--- src/rtl/vscale_core_scheduler_pkg.sv ---
// Shared constants for the multicore dmem scheduler: core count, index width,
// HASTI transfer encodings and the default owner quantum.
package vscale_core_scheduler_pkg;

  localparam int SCHED_NUM_CORES      = 4;
  localparam int SCHED_CORE_IDX_WIDTH = 2;
  localparam int SCHED_QUANTUM        = 16;
  localparam int SCHED_CNT_WIDTH      = 5;

  localparam int HASTI_TRANS_WIDTH = 2;

  // AHB-lite htrans encodings; bit 1 set means a real transfer is presented.
  typedef enum logic [HASTI_TRANS_WIDTH-1:0] {
    HTRANS_IDLE   = 2'd0,
    HTRANS_BUSY   = 2'd1,
    HTRANS_NONSEQ = 2'd2,
    HTRANS_SEQ    = 2'd3
  } hasti_trans_e;

  // A core is requesting the bus when it drives NONSEQ or SEQ.
  function automatic logic htrans_is_req(input logic [HASTI_TRANS_WIDTH-1:0] htrans);
    return htrans[1];
  endfunction

endpackage

--- src/rtl/vscale_core_scheduler_if.sv ---
// Bundle of per-core dmem request signals seen by the scheduler and the
// selector/status outputs it returns to the arbiter side.
interface vscale_core_scheduler_if
  import vscale_core_scheduler_pkg::*;
#(
  parameter int NUM_CORES      = SCHED_NUM_CORES,
  parameter int CORE_IDX_WIDTH = SCHED_CORE_IDX_WIDTH,
  parameter int CNT_WIDTH      = SCHED_CNT_WIDTH
);

  logic [NUM_CORES-1:0][HASTI_TRANS_WIDTH-1:0] core_htrans;
  logic [NUM_CORES-1:0]                        core_hmastlock;
  logic                                        dmem_hready;

  logic [CORE_IDX_WIDTH-1:0] next_core;
  logic [CORE_IDX_WIDTH-1:0] owner;
  logic                      switch_pulse;
  logic [CNT_WIDTH-1:0]      quantum_cnt;

  // Core/memory side: presents requests and hready, observes the selection.
  modport master (
    output core_htrans,
    output core_hmastlock,
    output dmem_hready,
    input  next_core,
    input  owner,
    input  switch_pulse,
    input  quantum_cnt
  );

  // Scheduler side.
  modport slave (
    input  core_htrans,
    input  core_hmastlock,
    input  dmem_hready,
    output next_core,
    output owner,
    output switch_pulse,
    output quantum_cnt
  );

endinterface

--- src/rtl/vscale_core_scheduler_rr_pick.sv ---
// Rotating priority encoder: finds the first requester strictly after `base`,
// wrapping modulo NUM_CORES (not modulo the index width), so odd core counts
// rotate correctly. `base` itself is never chosen.
module vscale_rr_pick
  import vscale_core_scheduler_pkg::*;
#(
  parameter int NUM_CORES      = SCHED_NUM_CORES,
  parameter int CORE_IDX_WIDTH = SCHED_CORE_IDX_WIDTH
) (
  input  logic [NUM_CORES-1:0]      req,
  input  logic [CORE_IDX_WIDTH-1:0] base,
  output logic                      found,
  output logic [CORE_IDX_WIDTH-1:0] idx
);

  int                        pos_i;
  logic [CORE_IDX_WIDTH-1:0] pos;

  // Scan farthest-to-nearest so the nearest requester after base wins last.
  always_comb begin
    found = 1'b0;
    idx   = base;
    pos_i = 0;
    pos   = '0;
    for (int k = NUM_CORES - 1; k >= 1; k--) begin
      pos_i = int'(base) + k;
      if (pos_i >= NUM_CORES) begin
        pos_i = pos_i - NUM_CORES;
      end
      pos = CORE_IDX_WIDTH'(pos_i);
      if (req[pos]) begin
        found = 1'b1;
        idx   = pos;
      end
    end
  end

endmodule

--- src/rtl/vscale_core_scheduler.sv ---
// Round-robin dmem owner scheduler. Produces the arbiter's combinational
// selector `next_core`, keeps a registered shadow of the arbiter's current
// owner, and limits each owner to QUANTUM accepted transfers. Ownership only
// moves at AHB-safe points: hready high and no locked sequence in flight.
// CNT_WIDTH must be wide enough to hold QUANTUM-1, and QUANTUM must be >= 1.
module vscale_core_scheduler
  import vscale_core_scheduler_pkg::*;
#(
  parameter int NUM_CORES      = SCHED_NUM_CORES,
  parameter int CORE_IDX_WIDTH = SCHED_CORE_IDX_WIDTH,
  parameter int QUANTUM        = SCHED_QUANTUM,
  parameter int CNT_WIDTH      = SCHED_CNT_WIDTH
) (
  input logic                    clk,
  input logic                    reset_n,
  vscale_core_scheduler_if.slave bus
);

  localparam logic [CNT_WIDTH-1:0] CNT_LAST = CNT_WIDTH'(QUANTUM - 1);

  logic [CORE_IDX_WIDTH-1:0] owner_q, owner_d;
  logic [CNT_WIDTH-1:0]      cnt_q, cnt_d;

  logic [NUM_CORES-1:0]      req;
  logic                      unused_htrans_lsb;
  logic                      owner_req;
  logic                      owner_lock;
  logic                      safe;
  logic                      accept;
  logic                      expired;
  logic                      want;
  logic                      do_switch;
  logic                      found;
  logic [CORE_IDX_WIDTH-1:0] cand;

  // Reduce each core's htrans to a request bit; bit 0 only separates IDLE/BUSY
  // and NONSEQ/SEQ, which the scheduler does not care about.
  always_comb begin
    req               = '0;
    unused_htrans_lsb = 1'b0;
    for (int i = 0; i < NUM_CORES; i++) begin
      req[i]            = htrans_is_req(bus.core_htrans[i]);
      unused_htrans_lsb = unused_htrans_lsb ^ bus.core_htrans[i][0];
    end
  end

  vscale_rr_pick #(
    .NUM_CORES      (NUM_CORES),
    .CORE_IDX_WIDTH (CORE_IDX_WIDTH)
  ) u_rr_pick (
    .req   (req),
    .base  (owner_q),
    .found (found),
    .idx   (cand)
  );

  // Decide whether ownership moves this cycle and how the quantum counter
  // evolves; an expired quantum under lock saturates until the lock drops.
  always_comb begin
    owner_req  = req[owner_q];
    owner_lock = bus.core_hmastlock[owner_q] & owner_req;
    safe       = bus.dmem_hready & ~owner_lock;
    accept     = bus.dmem_hready & owner_req;
    expired    = accept & (cnt_q == CNT_LAST);
    want       = ~owner_req | expired;
    do_switch  = safe & want & found;

    owner_d = owner_q;
    cnt_d   = cnt_q;
    if (do_switch) begin
      owner_d = cand;
      cnt_d   = '0;
    end else if (expired && !found) begin
      cnt_d = '0;
    end else if (expired && owner_lock) begin
      cnt_d = cnt_q;
    end else if (accept) begin
      cnt_d = cnt_q + CNT_WIDTH'(1);
    end
  end

  // Outputs are forced quiet while reset is held so the arbiter sees core 0.
  always_comb begin
    bus.next_core    = reset_n ? owner_d : '0;
    bus.switch_pulse = reset_n & do_switch;
    bus.owner        = owner_q;
    bus.quantum_cnt  = cnt_q;
  end

  // Owner shadow and quantum counter; owner tracks the arbiter's registered cur_core.
  always_ff @(posedge clk or negedge reset_n) begin
    if (!reset_n) begin
      owner_q <= '0;
      cnt_q   <= '0;
    end else begin
      owner_q <= owner_d;
      cnt_q   <= cnt_d;
    end
  end

endmodule

--- src/flat_wrapper.sv ---
// flat-port wrapper written by rule: the top's interface ports become plain ports
module vscale_core_scheduler_flat import vscale_core_scheduler_pkg::*;
#(
  parameter int NUM_CORES      = SCHED_NUM_CORES,
  parameter int CORE_IDX_WIDTH = SCHED_CORE_IDX_WIDTH,
  parameter int QUANTUM        = SCHED_QUANTUM,
  parameter int CNT_WIDTH      = SCHED_CNT_WIDTH
)
  (clk, reset_n, bus_core_htrans, bus_core_hmastlock, bus_dmem_hready, bus_next_core, bus_owner, bus_switch_pulse, bus_quantum_cnt);
  vscale_core_scheduler_if #(.NUM_CORES(NUM_CORES), .CORE_IDX_WIDTH(CORE_IDX_WIDTH), .CNT_WIDTH(CNT_WIDTH)) bus_i ();
  input logic clk;
  input logic reset_n;
  input wire logic [$bits(bus_i.core_htrans)-1:0] bus_core_htrans;
  input wire logic [$bits(bus_i.core_hmastlock)-1:0] bus_core_hmastlock;
  input wire logic [$bits(bus_i.dmem_hready)-1:0] bus_dmem_hready;
  output wire logic [$bits(bus_i.next_core)-1:0] bus_next_core;
  output wire logic [$bits(bus_i.owner)-1:0] bus_owner;
  output wire logic [$bits(bus_i.switch_pulse)-1:0] bus_switch_pulse;
  output wire logic [$bits(bus_i.quantum_cnt)-1:0] bus_quantum_cnt;
  assign bus_i.core_htrans = bus_core_htrans;
  assign bus_i.core_hmastlock = bus_core_hmastlock;
  assign bus_i.dmem_hready = bus_dmem_hready;
  assign bus_next_core = bus_i.next_core;
  assign bus_owner = bus_i.owner;
  assign bus_switch_pulse = bus_i.switch_pulse;
  assign bus_quantum_cnt = bus_i.quantum_cnt;
  vscale_core_scheduler #(.NUM_CORES(NUM_CORES), .CORE_IDX_WIDTH(CORE_IDX_WIDTH), .QUANTUM(QUANTUM), .CNT_WIDTH(CNT_WIDTH)) u_core (.clk(clk), .reset_n(reset_n), .bus(bus_i));
endmodule
--- config.mk ---
export PLATFORM = sky130hd
export DESIGN_NAME = vscale_core_scheduler_flat
export DESIGN_NICKNAME = d
export VERILOG_FILES = /design/src/rtl/vscale_core_scheduler_pkg.sv /design/src/rtl/vscale_core_scheduler_if.sv /design/src/rtl/vscale_core_scheduler_rr_pick.sv /design/src/rtl/vscale_core_scheduler.sv /design/src/flat_wrapper.sv
export SDC_FILE = /design/constraint.sdc
export NUM_CORES = 1
export LEC_CHECK = 0
export ABC_AREA = 1
export CAP_MARGIN = 20
export CORE_UTILIZATION = 47
export CTS_CLUSTER_SIZE = 10
export DETAILED_ROUTE_END_ITERATION = 8
export MAX_ROUTING_LAYER = met4
export PLACE_DENSITY = 0.83
export RECOVER_POWER = 100
export SLEW_MARGIN = 0
export SYNTH_ARGS = -nofsm -noshare
export SYNTH_HDL_FRONTEND = slang
export SYNTH_SLANG_ARGS = --single-unit
--- constraint.sdc ---
create_clock -name clk -period 4.8 [get_ports clk]
set_clock_uncertainty 0.2 [all_clocks]
set_input_delay 0.48 -clock clk [delete_from_list [all_inputs] [get_ports clk]]
set_output_delay 0.48 -clock clk [all_outputs]
set_load 0.01 [all_outputs]
==> After elaboration in Yosys (flattened, before gate mapping) <==
Index checks and enable logic that the tools add are counted.
{ "word_totals": {"regBits": 7, "latch_bits": 0, "mem_bits_rw": 0, "romBits": 0, "output_inout_bits": 10, "mem_count": 0} }
{ "classes": {"add_sub_neg": 7, "multipliers": 0, "div": 0, "n_lt_le_gt_ge": 7, "n_eq_ne": 2, "n_shift": 0, "muxes": 25, "bitwise_logic": 10, "n_reduce_logical": 5} }
{ "op_table": {"columns": ["op", "count"], "rows": [
  ["two-way mux 5 bit", 4],
  ["two-way mux 2 bit", 8],
  ["< comparator 2 x 3 -> 1 bit, second input constant", 4],
  ["binary-select mux 1 bit (select 2 bit)", 5],
  [">= comparator 3 bit, second input constant", 3],
  ["two-way mux 1 bit", 8],
  ["bitwise AND 1 bit", 7],
  ["adder 2 x 2 -> 3 bit, second input constant", 2],
  ["subtractor 2 x 1 -> 2 bit, second input constant", 3],
  ["adder 5 x 1 -> 5 bit, second input constant", 1],
  ["== test 5 x 4 -> 1 bit, second input constant", 1],
  ["adder 2 x 1 -> 3 bit, second input constant", 1],
  ["inequality test 3 x 1 -> 1 bit, second input constant", 1],
  ["nonzero test 3 bit", 1],
  ["logical AND 1 bit", 2],
  ["NOT 1 bit", 2],
  ["AND reduction 2 bit", 1],
  ["zero test 1 bit", 1],
  ["bitwise OR 1 bit", 1]
]} }

==> Depth between registers and ports, before layout <==
Gate-level depths: netlist of run 1.
{ "logic_depth": {"depth_word": 12, "ltp_mapped": 12, "ltp_nobuf": 11} }

==> Cells and area by module <==
From an unflattened synthesis of run 1, not the netlist that was laid out.
{ "unflattened": {"cells_unflattened": 127, "area_unflattened_um2": 762.0} }
{ "by_module_without_submodules": {"columns": ["module", "instances", "cells_each", "area_each_um2", "seq_area_each_um2"], "rows": [
  ["vscale_core_scheduler", 1, 80, 536.8, 175.2],
  ["vscale_rr_pick", 1, 47, 225.2, 0.0]
]} }

==> Least setup slack after synthesis of run 1 <==
OpenSTA, ideal clock, no wires.
{ "synth_path": {"path_type": "reg2out", "start": "register u_core.cnt_q[0], in the netlist u_core.bus.quantum_cnt[0]", "end": "output bus_next_core[0]", "arrival_ps": 1652, "slack_ps": 2468, "stages_incl_launch_ff": 9, "path_buffers": 0, "path_cell_list": "dfrtp_1 > ha_1 > and3_1 > ha_1 > a21oi_2 > nor2_1 > nand3_1 > nand2_1 > a21oi_1"} }
{ "synth_via": {"elab_chain_len": 7} }
{ "synth_lines": {"columns": ["item", "line", "text"], "rows": [
  ["start: declaration", "vscale_core_scheduler.sv:22", "logic [CNT_WIDTH-1:0] cnt_q, cnt_d;"],
  ["start signal: assignment", "vscale_core_scheduler.sv:97", "cnt_q <= cnt_d;"],
  ["== test 5 x 4 -> 1 bit", "vscale_core_scheduler.sv:64", "expired = accept & (cnt_q == CNT_LAST);"],
  ["bitwise AND 1 bit", "vscale_core_scheduler.sv:64", null],
  ["bitwise OR 1 bit", "vscale_core_scheduler.sv:65", "want = ~owner_req | expired;"],
  ["bitwise AND 1 bit (2 in series)", "vscale_core_scheduler.sv:66", "do_switch = safe & want & found;"],
  ["two-way mux 2 bit", "vscale_core_scheduler.sv:70", "if (do_switch) begin"],
  ["two-way mux 2 bit", "vscale_core_scheduler.sv:84", "bus.next_core = reset_n ? owner_d : '0;"],
  ["end: declaration", "flat_wrapper.sv:16", "output wire logic [$bits(bus_i.next_core)-1:0] bus_next_core;"]
]} }
Every way passes these cells.

==> Worst setup path after layout of run 1 <==
{ "layout_path": {"start": "register u_core.owner_q[0], in the netlist u_core.bus.owner[0]", "end": "output bus_next_core[1]"} }
{ "layout_via": {"elab_chain_len": 11} }
{ "layout_lines": {"columns": ["item", "line", "text"], "rows": [
  ["start: declaration", "vscale_core_scheduler.sv:21", "logic [CORE_IDX_WIDTH-1:0] owner_q, owner_d;"],
  ["start signal: assignment", "vscale_core_scheduler.sv:96", "owner_q <= owner_d;"],
  ["adder 2 x 2 -> 3 bit", "vscale_core_scheduler_rr_pick.sv:26", "pos_i = int'(base) + k;"],
  [">= comparator 3 bit or subtractor 2 x 1 -> 2 bit (tied branches)", "vscale_core_scheduler_rr_pick.sv:27, vscale_core_scheduler_rr_pick.sv:28", null],
  ["two-way mux 2 bit", "vscale_core_scheduler_rr_pick.sv:27", "if (pos_i >= NUM_CORES) begin"],
  ["binary-select mux 1 bit (select 2 bit)", "vscale_core_scheduler_rr_pick.sv:31", "if (req[pos]) begin"],
  ["two-way mux 1 bit (not written as such)", "vscale_core_scheduler_rr_pick.sv:31", null],
  ["two-way mux 1 bit (3 in series)", "vscale_core_scheduler_rr_pick.sv:31", null],
  ["bitwise AND 1 bit", "vscale_core_scheduler.sv:66", null],
  ["two-way mux 2 bit (*)", "vscale_core_scheduler.sv:70", null],
  ["two-way mux 2 bit (*)", "vscale_core_scheduler.sv:84", null]
]} }
Mark *: on every way between the ends. The rest lies on a longest branch, timed or not. The select of a mux whose other input is x is not followed.

==> reports/metrics.cfg, run 1 <==
[status]
status = completed

[routing]
drt-initial-drc-count = 34
drtAntennaViolNets = 0
wl_per_cell_um = 11.2
vias = 802
drcViolationCount = 0
drt-pass1-iter-count = 5
wl_mm = 1.73
via_per_inst = 5.17

[synth]
yosysSeqAreaShare_pct = 24.8
ys_types = 21
synthArstFlopShare_pct = 100
ys.flop_type = dfrtp_1
avgSynthCellArea_um2 = 5.99
yosys-top-cells-count = nand2_1 (54), nand3_1 (13), inv_1 (12)
netlist.area_leader.share_pct = 28.7
synth_edf_count = 0
syn_inst = 118
yosys_warnings = 0
ys_seq_elements = 7
synth.largest_area_cell = nand2_1
syn_nets = 135
netlist_area_um2 = 707
yosysMostFrequentCell = nand2_1
synth_area_leaders = nand2_1 (29%), dfrtp_1 (25%), nand3_1 (9.2%)

[pwr]
powerDensity_mw_per_mm2 = 529
peakVddDrop_mv = 0.355
p_leak_nw = 0.518

[clock_tree]
hold_buffers = 0
clk_latency_ns = 0.26
cts_buffer_depth = 2
path_clk_slew_ns = 0.06
numCtsBuffers = 3
root_buffer = clkbuf_4
cts_tree = yes
htreeDepth = 1
cts.repair.resized = 0
cts_setup_buffers = 0
cts.sinks = 7

[setup_path]
ff2ff_path_depth = 11
critPathCaptureType = primary output
cp_max_fo = 16
worstPathRequired_ns = 4.12
r2r_setup_slack_ns = 2.46
cp-start-kind = flop
critPathKind = flop to primary output
arrival_ns = 2.84

[hold_path]
hp-class = flop to flop
worstHoldPathCells = 2

[global_route]
antenna_found_initial = 0
grt_pass1_vias = 664
grt_usage_pct = 24.0
grt_first_pass_wirelength_mm = 2.59
grt_overflow = 0
grt_max_degree = 17

[timing]
fmax_mhz = 284
slew_viol_final = 0
setup_tns_ns = 0
tightest_slew_ns = 0.444
setup_slack_ns = 1.28
setup_viol = 0
rsz0062_at_grt = false
min_period_ns = 3.52
slew_headroom_pct = 70.4
post-route-period-util_pct = 73.3
final-hold-violation-count = 0

[die]
boundaryPins = 25
die-height_um = 40.8
dieWidth_um = 40.8
core_region_area_mm2 = 0.00135
start_util_pct = 52.4
die_area_mm2 = 0.00166
rows = 13

[placement]
dp_slack_ns = 1.62
place_congestion = 0.903
dp_hpwl_mm = 1.32
io_buffer_count = 20
placedCellCount = 151

[layout]
syn_to_final_growth_pct = 29.9
fin_nets = 158
fin_util_pct = 68.0
antennaDiodeCount = 0
fin_cells = 155
drive_above_1_share_pct = 5.00

[run]
cap_violations = 0

## registers in the layout (all words and copies together), names as in the netlist
signal and flops:
u_core.bus.owner 2, u_core.bus.quantum_cnt 5
## worst paths after layout
check                                                from                   endpoint
worst max-delay path                  u_core.bus.owner[0]           bus_next_core[1]
worst min-delay path            u_core.bus.quantum_cnt[4]  u_core.bus.quantum_cnt[4]
worst max register to register        u_core.bus.owner[0]  u_core.bus.quantum_cnt[1]
worst min register to register  u_core.bus.quantum_cnt[4]  u_core.bus.quantum_cnt[4]
max in group asynchronous                         reset_n        u_core.bus.owner[1]
min in group asynchronous                         reset_n  u_core.bus.quantum_cnt[2]
## layout by cell type, fill, tap and decap left out
cell type / n
dlygate4sd3_1: 11
ha_1: 2
nand3_2: 1
clkbuf_1: 1
dfrtp_1: 7
clkbuf_4: 3
inv_1: 13
and3_1: 1
o21ai_0: 2
nand3_1: 13
xor2_1: 2
nand4_1: 3
nor2_2: 1
nor2_1: 9
clkdlybuf4s50_1: 9
a21oi_2: 1
a21oi_4: 1
nand2_1: 55
a21oi_1: 3
o21ai_1: 2
## worst max-delay path, stage by stage, from the launching register on
cell,delay [ns]
dfrtp_1,0.61
inv_1,0.26
nand2_1,0.15
nand3_1,0.10
nand2_1,0.09
inv_1,0.06
nand2_1,0.20
nand3_2,0.08
nor2_1,0.21
nand2_1,0.07
o21ai_1,0.10
nor2_1,0.05
dlygate4sd3_1,0.60
## power breakdown
part	leakage (nW)	total [mW]	internal, mW	switching, mW
combinational	0.413	0.315	0.123	0.192
sequential	0.0898	0.115	0.0774	0.0376
clock	0.0150	0.0561	0.0319	0.0242
## metrics by stage
step	hold WS, ns	cell area (um^2)	power (mW)
floorplan	-0.0156	707	0.357
global route	0.366	918	0.537
global placement	0.296	910	0.445
detailed placement	0.319	910	0.454
finish	0.325	918	0.486
CTS	0.290	936	0.515
## cell type report
| type | count | area (um^2) |
|---|---|---|
| fillers | 133 | 432 |
| flip-flops and latches | 7 | 175 |
| inverters | 13 | 48.8 |
| well taps | 15 | 18.8 |
| repair buffers | 20 | 200 |
| multi-input cells | 96 | 449 |
| clock buffers | 4 | 26.3 |
## kinds of logic after synthesis
group,Yosys count,synth area share [%]
compound gates,9,8.50
xor+xnor,2,2.48
fa+ha+maj,2,3.54
buf+inv,15,9.20
flops,7,24.8
simple gates,83,51.5
## per-layer routing
metal | part of all wire [%] | track usage [%] | vias to the layer above
li1 | - | - | 415
met1 | 49 | 28.3 | 352
met2 | 43 | 38.3 | 31
met3 | 7.5 | 6.52 | 4
met4 | 0.98 | 9.17 | 0
met5 | 0 | - | -
No activity file was read; power rests on OpenSTA's default activity.
==> inputs of run 2 (changes only) <==
--- a/config.mk
+++ b/config.mk
@@ -7,11 +7,11 @@
 export LEC_CHECK = 0
 export ABC_AREA = 1
 export CAP_MARGIN = 20
-export CORE_UTILIZATION = 47
+export CORE_UTILIZATION = 44
 export CTS_CLUSTER_SIZE = 10
 export DETAILED_ROUTE_END_ITERATION = 8
 export MAX_ROUTING_LAYER = met4
-export PLACE_DENSITY = 0.83
+export PLACE_DENSITY = 0.79
 export RECOVER_POWER = 100
 export SLEW_MARGIN = 0
 export SYNTH_ARGS = -nofsm -noshare
==> constraint.sdc (replaced) <==
create_clock -name clk -period 3.58 [get_ports clk]
set_clock_uncertainty 0.2 [all_clocks]
set_input_delay 0.358 -clock clk [delete_from_list [all_inputs] [get_ports clk]]
set_output_delay 0.358 -clock clk [all_outputs]
set_load 0.01 [all_outputs]
==> reports/metrics.cfg, run 2 (synthesis results as in run 1) <==
[timing]
post-route-period-util_pct = 87.9
setup_viol = 0  ; unchanged
rsz0062_at_grt = false
final-hold-violation-count = 0  ; unchanged
min_period_ns = 3.15
tightest_slew_ns = 0.431  ; -0.0124 ns
slew_viol_final = 0  ; unchanged
slew_headroom_pct = 70.9  ; +0.52 points
fmax_mhz = 318
setup_tns_ns = 0  ; unchanged

[setup_path]
cp-start-kind = flop
critPathKind = flop to primary output
critPathCaptureType = primary output
cpMaxStageDelayCell = dfrtp_1
cp_max_fo = 16  ; unchanged
critPathTopFamily = buffers and inverters
worstPathRequired_ns = 3.02  ; -1.10 ns
arrival_ns = 2.59  ; -0.25 ns
worst-path-buf-inv = 3  ; unchanged
critPathMaxStageDelay_ns = 0.61  ; about the same
worstPathCellList = inv_1, nand2_1, nand3_1, nand2_1, inv_1, nand2_4, nand3_2, nor2_4, o21ai_1, nor2_1, clkdlybuf4s50_1

[placement]
place_congestion = 0.801  ; -11%
dp_hpwl_mm = 1.25  ; -4.6%
placed_area_um2 = 911  ; +0.14%
io_buffer_count = 20  ; unchanged

[layout]
fin_util_pct = 62.3  ; -5.7 points
syn_to_final_growth_pct = 32.7
multiInputGateArea_um2 = 467  ; +3.9%
antennaDiodeCount = 0  ; unchanged
largest_reg_flops = 5  ; unchanged
regArea_um2 = 175  ; unchanged
drive_above_1_share_pct = 7.86  ; +2.9 points
final_common_cell = nand2_1
final_area_um2 = 938  ; +2.2%
fillers = 160  ; +20%
mostFrequentLayoutCells = nand2_1 (54), inv_1 (13), nand3_1 (13)
fin_nets = 158  ; unchanged

[clock_tree]
cts_buffer_depth = 2  ; unchanged
cts.repair.resized = 0  ; unchanged
cts_tree = yes
numCtsBuffers = 3  ; unchanged
hold_buffers = 0  ; unchanged
cts.sinks = 7  ; unchanged
clk_latency_ns = 0.26  ; about the same
htreeDepth = 1  ; unchanged
path_clk_slew_ns = 0.06  ; about the same
cts_setup_buffers = 0  ; unchanged
root_buffer = clkbuf_4

[pwr]
p_leak_nw = 0.521  ; +0.59%
peakVddDrop_mv = 0.398  ; +12%
powerDensity_mw_per_mm2 = 714  ; +35%

[routing]
wl_mm = 1.64  ; -5.1%
vias = 766  ; -4.5%
wl_per_cell_um = 10.5  ; -5.8%
drt-initial-drc-count = 28  ; -18%
drtAntennaViolNets = 0  ; unchanged
drt-pass1-iter-count = 4  ; -1
via_per_inst = 4.91  ; -5.1%
drcViolationCount = 0  ; unchanged

[run]
cap_violations = 0  ; unchanged

[die]
die-height_um = 42.1  ; +3.2%
core_region_area_mm2 = 0.00151  ; +12%
dieWidth_um = 42.1  ; +3.2%
start_util_pct = 46.9  ; -5.4 points
die_area_mm2 = 0.00177  ; +6.5%
boundaryPins = 25  ; unchanged
rows = 14  ; +1

[global_route]
grt_first_pass_wirelength_mm = 2.82  ; +8.8%
grt_usage_pct = 20.6  ; -3.4 points
grt_pass1_vias = 703  ; +5.9%
grt_max_degree = 17  ; unchanged
grt_overflow = 0  ; unchanged
antenna_found_initial = 0  ; unchanged

[hold_path]
hp-class = input pin to async pin

[status]
status = completed

run 2: cell count changes in the layout (fill, tap and decap cells not counted), sizes merged:
cell,before,now
clkbuf,4,3
clkdlybuf4s50,9,12
clkinv,0,1
dlygate4sd3,11,8
run 2: where the power goes:
group	internal, mW	switching [mW]	total (mW)
Clock	0.0411	0.0334	0.0745
Sequential	0.104	0.0491	0.153
Combinational	0.176	0.267	0.442
Total	0.320	0.349	0.670
run 2: layout make-up:
| cell class | instances | area share [%] |
|---|---|---|
| Clock buffer | 3 | 2.40 |
| Clock inverter | 1 | 0.533 |
| Inverter | 13 | 5.20 |
| Multi-Input combinational cell | 96 | 49.7 |
| Sequential cell | 7 | 18.7 |
| Tap cell | 16 | 2.13 |
| Timing Repair Buffer | 20 | 21.3 |
run 2: layer usage:
metal / global-route usage [%] / wire length, um / vias to the layer above
met4: 1.88 / 10 / 0
met3: 5.60 / 141 / 4
met2: 32.8 / 701 / 32
met5: - / 0 / -
met1: 27.3 / 786 / 312
li1: - / - / 418
run 2: final timing paths:
check	startpoint	end	slack [ns]	depth (start not counted)
max in group asynchronous	reset_n	u_core.bus.quantum_cnt[4]	2.68	1
setup reg to reg	u_core.bus.owner[0]	u_core.bus.quantum_cnt[4]	1.43	11
min in group clk	u_core.bus.quantum_cnt[4]	u_core.bus.quantum_cnt[4]	0.31	2
hold reg to reg	u_core.bus.quantum_cnt[4]	u_core.bus.quantum_cnt[4]	0.31	2
setup / recovery	u_core.bus.owner[0]	bus_next_core[1]	0.43	11
hold / removal	reset_n	u_core.bus.quantum_cnt[2]	0.23	1
run 2: through the flow:
| step | std cells | setup WS [ns] | total power, mW | hold WS [ns] |
|---|---|---|---|---|
| 2_1_floorplan | 118 | 1.37 | 0.478 | -0.138 |
| 3_3_place_gp | 152 | 0.624 | 0.598 | 0.296 |
| 3_5_place_dp | 152 | 0.624 | 0.606 | 0.311 |
| 4_1_cts | 156 | 0.496 | 0.685 | 0.175 |
| 5_1_grt | 156 | 0.152 | 0.746 | 0.275 |
| 6_report | 156 | 0.433 | 0.670 | 0.230 |
